==> src/rtl/vga_apb_regif.sv <==
// vga_apb_regif: APB3 register interface for the VGA controller.
// Ports: APB slave (psel/penable/pwrite/paddr/pwdata -> prdata/pready/pslverr),
//        reg_wr_en/reg_wdata strobes to CTRL/HTIM/VTIM/BASE, *_q read-back,
//        frame_start/fifo_underflow events, irq level interrupt.
module vga_apb_regif #(
   parameter int DATA_WIDTH = 32,
   parameter int ADDR_WIDTH = 8
) (
   input  logic                  clk,
   input  logic                  rst_n,
   input  logic                  psel,
   input  logic                  penable,
   input  logic                  pwrite,
   input  logic [ADDR_WIDTH-1:0] paddr,
   input  logic [DATA_WIDTH-1:0] pwdata,
   output logic [DATA_WIDTH-1:0] prdata,
   output logic                  pready,
   output logic                  pslverr,
   output logic [3:0]            reg_wr_en,
   output logic [DATA_WIDTH-1:0] reg_wdata,
   input  logic [DATA_WIDTH-1:0] ctrl_q,
   input  logic [DATA_WIDTH-1:0] htim_q,
   input  logic [DATA_WIDTH-1:0] vtim_q,
   input  logic [DATA_WIDTH-1:0] base_q,
   input  logic                  frame_start,
   input  logic                  fifo_underflow,
   output logic                  irq
);

   typedef enum logic [1:0] {
      S_IDLE,
      S_WAIT,
      S_DONE
   } state_t;

   state_t                state;
   logic [ADDR_WIDTH-1:0] addr_q;
   logic                  wr_q;
   logic [DATA_WIDTH-1:0] wdata_q;
   logic [15:0]           frame_cnt;
   logic [1:0]            int_stat;
   logic [1:0]            int_en;

   logic                  err;
   logic                  wr_ok;
   logic [2:0]            idx;
   logic [7:0]            sel;
   logic [DATA_WIDTH-1:0] rdata;
   logic [1:0]            int_clr;
   logic                  en_wr;

   // Decode is done purely on the values captured at setup.
   assign idx   = addr_q[4:2];
   assign sel   = 8'b1 << idx;
   assign err   = (addr_q > ADDR_WIDTH'(24))
               || (addr_q[1:0] != 2'b00)
               || (wr_q && sel[4]);
   assign wr_ok = wr_q && !err;

   always_comb begin
      rdata = '0;
      unique case (1'b1)
         sel[0]:  rdata = ctrl_q;
         sel[1]:  rdata = htim_q;
         sel[2]:  rdata = vtim_q;
         sel[3]:  rdata = base_q;
         sel[4]:  rdata = DATA_WIDTH'(frame_cnt);
         sel[5]:  rdata = DATA_WIDTH'(int_stat);
         sel[6]:  rdata = DATA_WIDTH'(int_en);
         default: rdata = '0;
      endcase
   end

   // Internal register writes take effect at the end of the DONE cycle.
   assign int_clr = (state == S_DONE && wr_ok && sel[5])
                  ? wdata_q[1:0] : 2'b00;
   assign en_wr   = (state == S_DONE) && wr_ok && sel[6];

   always_ff @(posedge clk or negedge rst_n) begin
      if (!rst_n) begin
         state     <= S_IDLE;
         addr_q    <= '0;
         wr_q      <= 1'b0;
         wdata_q   <= '0;
         pready    <= 1'b0;
         pslverr   <= 1'b0;
         prdata    <= '0;
         reg_wr_en <= 4'b0000;
         reg_wdata <= '0;
      end else begin
         reg_wr_en <= 4'b0000;
         reg_wdata <= '0;
         unique case (state)
            S_IDLE: begin
               pready  <= 1'b0;
               pslverr <= 1'b0;
               prdata  <= '0;
               if (psel && !penable) begin
                  addr_q  <= paddr;
                  wr_q    <= pwrite;
                  wdata_q <= pwdata;
                  state   <= S_WAIT;
               end
            end
            S_WAIT: begin
               if (!psel) begin
                  // Master abandoned the transfer: no response, no effects.
                  state <= S_IDLE;
               end else begin
                  state   <= S_DONE;
                  pready  <= 1'b1;
                  pslverr <= err;
                  if (!wr_q && !err)
                     prdata <= rdata;
                  if (wr_ok && !idx[2]) begin
                     reg_wr_en <= 4'b0001 << idx[1:0];
                     reg_wdata <= wdata_q;
                  end
               end
            end
            S_DONE: begin
               state   <= S_IDLE;
               pready  <= 1'b0;
               pslverr <= 1'b0;
               prdata  <= '0;
            end
            default: state <= S_IDLE;
         endcase
      end
   end

   // Event bookkeeping; a set event wins over a same-cycle W1C clear.
   always_ff @(posedge clk or negedge rst_n) begin
      if (!rst_n) begin
         frame_cnt <= 16'h0000;
         int_stat  <= 2'b00;
         int_en    <= 2'b00;
         irq       <= 1'b0;
      end else begin
         if (frame_start)
            frame_cnt <= frame_cnt + 16'd1;
         int_stat <= (int_stat & ~int_clr)
                   | {fifo_underflow, frame_start};
         if (en_wr)
            int_en <= wdata_q[1:0];
         irq <= |(int_stat & int_en);
      end
   end

endmodule

==> config.mk <==
export PLATFORM = sky130hd
export DESIGN_NAME = vga_apb_regif
export DESIGN_NICKNAME = d
export VERILOG_FILES = /design/src/rtl/vga_apb_regif.sv
export SDC_FILE = /design/constraint.sdc
export NUM_CORES = 1
export LEC_CHECK = 0
export ABC_CLOCK_PERIOD_IN_PS = 4000
export BUFFER_PORTS_ARGS = -buffer_cell sky130_fd_sc_hd__clkbuf_2
export CORE_MARGIN = 3
export CORE_UTILIZATION = 52
export DETAILED_ROUTE_END_ITERATION = 10
export PLACE_DENSITY_LB_ADDON = 0.12
export SLEW_MARGIN = 10
export SYNTH_ARGS = -nofsm -noshare
export SYNTH_HDL_FRONTEND = slang
export SYNTH_SLANG_ARGS = --single-unit
==> constraint.sdc <==
create_clock -name clk -period 4 [get_ports clk]
set_input_delay 0.6 -clock clk [delete_from_list [all_inputs] [get_ports clk]]
set_output_delay 0.6 -clock clk [all_outputs]
set_load 0.01 [all_outputs]
Word level (Yosys, flattened, before mapping)
Index checks and enable logic that the tools add are counted.
{"block": "word_totals", "register_bits": 134, "out_inout_bits": 71}
{"block": "op_classes", "shifts": 2, "eq_ne": 5, "add_sub_neg": 1, "n_reduce_logical": 22, "bitwise": 4, "order_cmp": 1, "mux": 18}
{"operator": "32-bit one-hot mux with 7 select lines", "count": 1}
{"operator": "32-bit 2-to-1 mux", "count": 5}
{"operator": "32-bit one-hot mux with 2 select lines", "count": 1}
{"operator": "16-bit by 1-bit adder with 16-bit output (second input constant)", "count": 1}
{"operator": "4-bit 2-to-1 mux", "count": 3}
{"operator": "8-bit by 5-bit > comparator with 1-bit output (second input constant)", "count": 1}
{"operator": "1-bit logical AND", "count": 8}
{"operator": "1-bit by 3-bit << shifter with 7-bit output (first input constant)", "count": 1}
{"operator": "2-bit 2-to-1 mux", "count": 3}
{"operator": "2-bit != test (second input constant)", "count": 3}
{"operator": "2-bit AND", "count": 2}
{"operator": "1-bit zero test", "count": 4}
{"operator": "1-bit one-hot mux with 2 select lines", "count": 2}
{"operator": "2-bit one-hot mux with 2 select lines", "count": 1}
{"operator": "2-bit AND reduction", "count": 2}
{"operator": "2-bit nonzero test", "count": 2}
{"operator": "2-bit OR reduction", "count": 2}
{"operator": "1-bit by 2-bit << shifter with 4-bit output (first input constant)", "count": 1}
{"operator": "3-bit AND reduction", "count": 1}
{"operator": "2-bit by 1-bit equality test with 1-bit output (second input constant)", "count": 1}
{"operator": "2-bit equality test (second input constant)", "count": 1}
{"operator": "2-bit zero test", "count": 1}
{"operator": "1-bit logical OR", "count": 2}
{"operator": "1-bit 2-to-1 mux", "count": 2}
{"operator": "other kinds (2)", "count": 2}

Longest topological paths before layout
Gate-level depths: netlist of the first run.
{"block": "logic_depth", "depth_word": 11, "mapped_depth": 7, "ltp_nobuf": 5}

Worst setup path after synthesis of the first run
No wires, ideal clock.
{"block": "synth_timing", "path_type": "register to register", "start": "reg addr_q[0]", "end": "reg int_en[0]", "t_arrival_ns": 1.905, "path_stages_with_launch": 6, "slack_ns": 1.970, "cell_sequence": "dfrtp_1 or4_1 buf_4 nor4_1 and2_1 mux2_2"}
{"block": "synth_via", "elab_chain_len": 7, "word_cells_on_any_way": 8, "classes_between": "1 x order compare; 7 x reduce/logical"}
{"element": "start: declaration", "line": "37", "rtl": "logic [ADDR_WIDTH-1:0] addr_q;"}
{"element": "start signal: assignment", "line": "99", "rtl": "addr_q <= paddr;"}
{"element": "8-bit by 5-bit > comparator with 1-bit output / 2-bit nonzero test (equally long branches)", "line": "55, 56"}
{"element": "1-bit logical OR *", "line": "56", "rtl": "|| (addr_q[1:0] != 2'b00)"}
{"element": "1-bit logical OR *", "line": "57", "rtl": "|| (wr_q && sel[4]);"}
{"element": "1-bit zero test *", "line": "58", "rtl": "assign wr_ok = wr_q && !err;"}
{"element": "1-bit logical AND *", "line": "58"}
{"element": "1-bit logical AND * (2 in a row)", "line": "77", "rtl": "assign en_wr = (state == S_DONE) && wr_ok && sel[6];"}
{"element": "end signal: assignment", "line": "145", "rtl": "int_en <= wdata_q[1:0];"}
{"element": "end: declaration", "line": "42", "rtl": "logic [1:0] int_en;"}
Mark *: on every way between the ends. The rest lies on a longest branch, timed or not.
A chain may end at the register's enable or synchronous reset.

Worst setup path after layout of the first run
{"block": "layout_timing", "start": "reg addr_q[0]", "end": "reg reg_wr_en[0]"}
{"block": "layout_via", "elab_chain_len": 9, "word_cells_on_any_way": 10, "classes_between": "1 x order compare; 3 x mux; 6 x reduce/logical"}
{"element": "8-bit by 5-bit > comparator with 1-bit output / 2-bit nonzero test (equally long branches)", "line": "55, 56"}
{"element": "1-bit logical OR *", "line": "56"}
{"element": "1-bit logical OR *", "line": "57"}
{"element": "1-bit zero test *", "line": "58"}
{"element": "1-bit logical AND *", "line": "58"}
{"element": "1-bit logical AND *", "line": "115", "rtl": "if (wr_ok && !idx[2]) begin"}
{"element": "4-bit 2-to-1 mux *", "line": "115"}
{"element": "4-bit 2-to-1 mux *", "line": "106", "rtl": "if (!psel) begin"}
{"element": "4-bit 2-to-1 mux *", "line": "93", "rtl": "unique case (state)"}
{"element": "end signal: assignment", "line": "116", "rtl": "reg_wr_en <= 4'b0001 << idx[1:0];"}
{"element": "end: declaration", "line": "19", "rtl": "output logic [3:0] reg_wr_en,"}
Marked as above.

==> results of run 1 <==
cell usage after synthesis:
cell,count
dfrtp_1,134
buf_2,8
nand4b_1,1
nand2_1,24
nand4_1,2
o41a_4,1
a22o_1,15
nor3_1,3
buf_6,3
and4_1,2
mux2_2,42
nor3_2,1
and3b_1,1
and3_1,36
a32o_1,18
nor4_4,2
buf_1,2
or4_1,1
o211ai_1,2
o21ai_0,5
buf_4,1
o21a_1,1
mux2i_1,16
a22oi_1,14
nor4_1,1
xor2_1,6
nand3_1,9
xnor2_1,10
mux4_2,18
a2111oi_0,1
and2_1,2
clkbuf_1,23
ha_1,1
or2_2,3
nor2_1,4
nand2b_1,1
o221ai_1,14
nor3b_1,1
a21o_1,2
nor2b_1,3
inv_1,3
report_power, final:
group	total, mW	internal, mW	switching (mW)
Combinational	0.643	0.331	0.311
Sequential	1.58	1.48	0.106
Clock	1.51	0.922	0.587
area by class of cell:
type                       count  share of cell area
clock buffer                  18             0.05490
clock inverter                14             0.01953
inverter                       3            0.001440
tap                          140             0.02241
timing repair buffer         254              0.1663
sequential                   134              0.4289
multi-input combinational    263              0.3065
placed cells by master, fill, tap and decap left out, drive strengths merged, types with 4 or more instances in the layout:
cell type	n
xor2	6
nand3	9
clkinv	5
clkinvlp	4
mux2i	16
nor3	4
buf	10
a32o	18
inv	6
nor2	4
and3	36
a22oi	14
dfrtp	134
xnor2	10
mux2	42
nand2	24
a22o	15
mux4	18
o221ai	14
clkbuf	262
o21ai	5
sequential cells by signal (all words and copies together) (netlist names):
name / flops
state: 2
prdata: 32
reg_wdata: 32
wdata_q: 32
pslverr: 1
frame_cnt: 16
int_en: 2
addr_q: 8
irq: 1
pready: 1
wr_q: 1
reg_wr_en: 4
int_stat: 2
cell families (layout without fill, tap and decap cells):
group,Yosys count,after routing
AOI/OAI and AO/OA,73,73
xor gates and xnor gates,16,16
adders and majority gates,1,1
buffers and inverters,40,289
DFF,134,134
muxes,76,76
and+or+nand+nor,97,97
metal layers:
layer / wire, microns / GRT usage / part of all wire / vias to the layer above
met5: 0 / 0 / 0 / -
met2: 7695 / 0.4084 / 0.51 / 162
met4: 212 / 0.08173 / 0.014 / 0
met3: 1283 / 0.07807 / 0.085 / 22
li1: - / - / - / 2122
met1: 5833 / 0.2977 / 0.39 / 2316
stage by stage:
stage / hold WS, ns / cell area [sq um]
floorplan: 0.3044 / 5931
detailed placement: 0.4801 / 7236
finish: 0.3061 / 7818
global placement: 0.4723 / 7236
CTS: 0.3458 / 7818
global route: 0.3631 / 7818
final timing paths:
path	endpoint	cells past startpoint	slack, ns
max	reg_wr_en[0]	4	1.57
min	prdata[7]	1	0.31
max reg2reg	reg_wr_en[0]	4	1.57
min reg2reg	prdata[17]	1	0.49
max in group asynchronous	prdata[17]	2	2.85
min in group clk	int_stat[1]	2	0.36
==> flow_summary_export.csv, run 1 <==
group,metric,value,unit
yosys,synth_compound_area_frac,0.1065,
setup_path,crit_fanout,20,
drt,ant_nets,0,
setup_path,crit_chain,"or4_1 -> nor4_4 -> buf_4 -> nor3b_1",
final_layout,area_growth_syn_to_layout,31.81,%
yosys,synth_top_area_frac,0.5654,
floorplanning,dieArea,12720,sq um
floorplanning,ios,246,
yosys,synth-seq-area-share,0.5654,
setup_path,crit_family,"simple AND/OR/NAND/NOR gates",
clocking,cts_setup_buffers,0,
drt,wl_per_cell,18.19,microns
clocking,clock-sinks,134,
sta,clock_skew,0.005385,ns
clocking,clk_pin_slew,0.06,ns
yosys,yosysUniqueCellTypes,41,
yosys,syn-num-nets,613,
placement,dp_slack,1.621,ns
job,maxCapViolCount,0,
final_layout,register_area,3353,sq um
setup_path,cp.required,4.33,ns
drt,via_per_inst,5.596,
yosys,synthAdderAreaFrac,0.002110,
yosys,synth.area.mux_share,0.1751,
final_layout,fin_util,0.7118,
final_layout,fin_nets,849,
sta,maxSlewViolCount,0,
drt,firstDrtPassIters,4,
floorplanning,die_x,112.8,microns
yosys,avgSynthCellArea,13.57,sq um
outcome,status,"finished, final reports clean",
sta,timing.fmax,0.4119,GHz
clocking,clock_path_buffers,2,
setup_path,crit_slowest_cell,"nor4_4",
sta,setup_viol,0,
sta,slew_headroom,0.2503,
global_routing,gr-usage-all-layers,0.2428,
sta,min_period,2.427,ns
setup_path,cp_num_buf_inv,1,
clocking,cts_hold_buf,0,
floorplanning,rows,38,
global_routing,first_global_vias,4836,
floorplanning,start_util,0.5400,
final_layout,antenna_cells,0,
drt,drc,0,
floorplanning,core-area,10980,sq um
clocking,cts_resized,0,
global_routing,grt_max_degree,122,
yosys,synth_top_family_by_area,"multiplexers",
setup_path,worstPathArrival,2.75,ns
global_routing,grt_pass1_wl,24210,microns
yosys,synth_cells,437,
drt,dr_total_vias,4622,
setup_path,crit_path_start_kind,"flip-flop",
sta,setup_ws,1.573,ns
drt,wirelength,15020,microns
setup_path,crit_start,"addr_q[0]",
final_layout,drive_gt1_frac,0.5146,
placement,hpwl,10690,microns
final_layout,multiInputGateArea,2396,sq um
setup_path,endpoint_kind,"flip-flop",
sta,grt_setup_unrepaired,"false",
power,p_leak,4.036,nW
yosys,synth_top_cell_by_area,"dfrtp_1",
drt,first_iter_violations,289,
setup_path,crit_type,"flip-flop to flip-flop",
final_layout,fin_cells,826,
global_routing,grt_overflow,0,
global_routing,antenna_found_initial,0,
final_layout,fillers,840,
clocking,insertion_delay,0.41,ns
power,fin_total_pwr,3.734,mW
power,pwr_density_cell,477.6,nW/um^2
sta,worstMarginPinSlew,1.120,ns
clocking,numCtsBuffers,17,
floorplanning,dieHeight,112.8,microns
yosys,synth_xor_area_frac,0.02363,
clocking,tritoncts,"done",
yosys,ys_seq_elements,134,
hold_path,hold_path.class,"input port to asynchronous set/reset pin",
yosys,synth_area,5931,sq um
placement,io_buffers,245,
placement,placedCellCount,794,
sta,period_share,0.6069,
sta,final_hold_viol_count,0,
sta,fin_tns_setup,0,ns
yosys,yosys.area_share.simple,0.09578,
setup_path,slowest_delay,0.72,ns
yosys,synth_warnings,0,
placement,place_congestion,0.8118,
clocking,htreeDepth,4,
yosys,synthTopCellsByArea,"dfrtp_1 (57%), mux2_2 (8.0%), mux4_2 (6.8%)",
setup_path,r2r_start,"addr_q[0]",
clocking,cts_root_buf,"clkbuf_16",
power,peakVddDrop,425.7,uV
Note: power is estimated with default switching activity, not from simulation.
==> inputs of run 2 (changes only) <==
--- a/config.mk
+++ b/config.mk
@@ -5,10 +5,10 @@
 export SDC_FILE = /design/constraint.sdc
 export NUM_CORES = 1
 export LEC_CHECK = 0
-export ABC_CLOCK_PERIOD_IN_PS = 4000
+export ABC_CLOCK_PERIOD_IN_PS = 2300
 export BUFFER_PORTS_ARGS = -buffer_cell sky130_fd_sc_hd__clkbuf_2
 export CORE_MARGIN = 3
-export CORE_UTILIZATION = 52
+export CORE_UTILIZATION = 48
 export DETAILED_ROUTE_END_ITERATION = 10
 export PLACE_DENSITY_LB_ADDON = 0.12
 export SLEW_MARGIN = 10
==> constraint.sdc (replaced) <==
create_clock -name clk -period 2.3 [get_ports clk]
set_input_delay 0.345 -clock clk [delete_from_list [all_inputs] [get_ports clk]]
set_output_delay 0.345 -clock clk [all_outputs]
set_load 0.01 [all_outputs]
==> run 2 against run 1 <==
Clock skew rose by 0.0022 ns. Largest cell class unchanged. Largest power group unchanged. Critical path type unchanged. Core utilization fell by 3.4 points. Critical endpoint is now prdata[4]. Die area rose by 7.9%.
==> flow_summary_export.csv, run 2 (synthesized netlist as in run 1, its figures left out) <==
group,metric,value,unit
power,pwr_density_cell,819.4,nW/um^2
final_layout,area_growth_syn_to_layout,34.30,%
final_layout,reg.largest.list,"prdata x32, reg_wdata x32, wdata_q x32",
clocking,htreeDepth,4,
power,netSwitchingPower,1.707,mW
power,p_comb_frac,0.174,
setup_path,crit_type,"flip-flop to flip-flop",
power,pwr-share-seq,0.423,
placement,io_buffers,245,
global_routing,gr-usage-all-layers,0.2258,
global_routing,antenna_found_initial,0,
setup_path,worstPathArrival,2.35,ns
placement,place_congestion,0.8052,
final_layout,fin_util,0.6773,
floorplanning,start_util,0.5043,
drt,firstDrtPassIters,4,
final_layout,final_common_cell,"clkbuf_2",
hold_path,hold_path.class,"input port to flip-flop",
placement,place_area,7371,sq um
global_routing,grt_pass1_wl,23630,microns
clocking,insertion_delay,0.41,ns
power,p_int,4.819,mW
setup_path,endpoint_kind,"flip-flop",
sta,slew_headroom,0.2741,
power,sw_frac_of_total,0.2616,
floorplanning,dieArea,13730,sq um
final_layout,fin_nets,859,
sta,clock_skew,0.007611,ns
global_routing,grt_overflow,0,
global_routing,grt_max_degree,53,
sta,grt_setup_unrepaired,"false",
floorplanning,rows,39,
floorplanning,core-area,11760,sq um
clocking,clock-sinks,134,
drt,dr_total_vias,4635,
power,p_leak,4.103,nW
drt,first_iter_violations,245,
floorplanning,dieHeight,117.2,microns
sta,timing.fmax,0.4865,GHz
clocking,cts_setup_buffers,0,
sta,final_hold_viol_count,0,
setup_path,crit_fanout,32,
outcome,status,"finished, final reports clean",
power,pwr-share-clk,0.403,
final_layout,drive_gt1_frac,0.5194,
clocking,tritoncts,"done",
placement,hpwl,11410,microns
clocking,numCtsBuffers,17,
drt,wirelength,15370,microns
clocking,cts_root_buf,"clkbuf_16",
clocking,clock_path_buffers,2,
sta,period_share,0.8937,
sta,maxSlewViolCount,0,
floorplanning,die_x,117.2,microns
final_layout,antenna_cells,0,
floorplanning,ios,246,
sta,setup_ws,0.2445,ns
sta,worstMarginPinSlew,1.085,ns
clocking,clk_pin_slew,0.06,ns
placement,placedCellCount,827,
final_layout,layout_common_cells,"clkbuf_2 (244), dfrtp_1 (134), mux2_2 (42)",
job,maxCapViolCount,0,
global_routing,first_global_vias,4820,
drt,ant_nets,0,
power,fin_total_pwr,6.526,mW
drt,via_per_inst,5.396,
final_layout,stdcell_area,7965,sq um
sta,whs,0.1321,ns
sta,setup_viol,0,
setup_path,cp.required,2.59,ns
final_layout,fin_cells,859,
power,peakVddDrop,700.6,uV
placement,dp_slack,0.2240,ns
setup_path,crit_path_start_kind,"flip-flop",
sta,min_period,2.056,ns
sta,fin_tns_setup,0,ns
drt,drc,0,
drt,wl_per_cell,17.89,microns
[run 2: changes by cell type in the layout (fill, tap and decap cells not counted)]
cell | before | now
clkinvlp_4 | 4 | 3
buf_4 | 9 | 15
clkbuf_8 | 0 | 2
buf_12 | 0 | 3
clkinv_4 | 3 | 4
dlygate4sd3_1 | 0 | 1
inv_6 | 3 | 0
[run 2: worst paths after layout]
| check | to | slack [ns] | startpoint | cells past startpoint |
|---|---|---|---|---|
| worst min register to register | prdata[20] | 0.49 | prdata[20] | 1 |
| worst min-delay path | int_stat[1] | 0.13 | fifo_underflow | 2 |
| worst max register to register | prdata[4] | 0.24 | addr_q[0] | 3 |
| max in group asynchronous | reg_wdata[9] | 1.25 | rst_n | 3 |
| worst max-delay path | prdata[4] | 0.24 | addr_q[0] | 3 |
| min in group asynchronous | prdata[11] | 0.42 | rst_n | 2 |
[run 2: layout make-up]
class                           count  area [sq um]
Clock buffer                       20         456.7
Clock inverter                     11         127.6
Fill cell                         933          3795
Inverter                            3         11.26
Multi-Input combinational cell    263          2396
Sequential cell                   134          3353
Tap cell                          164         205.2
Timing Repair Buffer              264          1415
[run 2: power groups by stage]
stage / registers, mW / clock network, mW / logic [mW]
2_1_floorplan: 2.72 / 0 / 0.799
3_3_place_gp: 2.79 / 0 / 1.12
3_5_place_dp: 2.80 / 0 / 1.15
4_1_cts: 2.76 / 2.68 / 1.16
5_1_grt: 2.80 / 2.77 / 1.27
6_report: 2.76 / 2.63 / 1.14
[run 2: what timing repair did]
| item | 4_1_cts | 5_1_grt |
|---|---|---|
| hold endpoints to repair | 42 | 0 |
| hold buffers | 1 | 0 |
| gates resized for setup | 0 | 0 |
[run 2: metal layers]
| layer | track usage | vias up | share of wire |
|---|---|---|---|
| met2 | 0.3786 | 171 | 0.51 |
| li1 | - | 2144 | - |
| met3 | 0.08843 | 20 | 0.081 |
| met5 | 0 | - | 0 |
| met1 | 0.2665 | 2300 | 0.40 |
| met4 | 0.07569 | 0 | 0.016 |
[run 2: worst max-delay path, cell delays in order (launching register included)]
cell	delay [ns]
dfrtp_1	0.37
or4_1	0.60
o41a_4	0.66
a22o_1	0.29
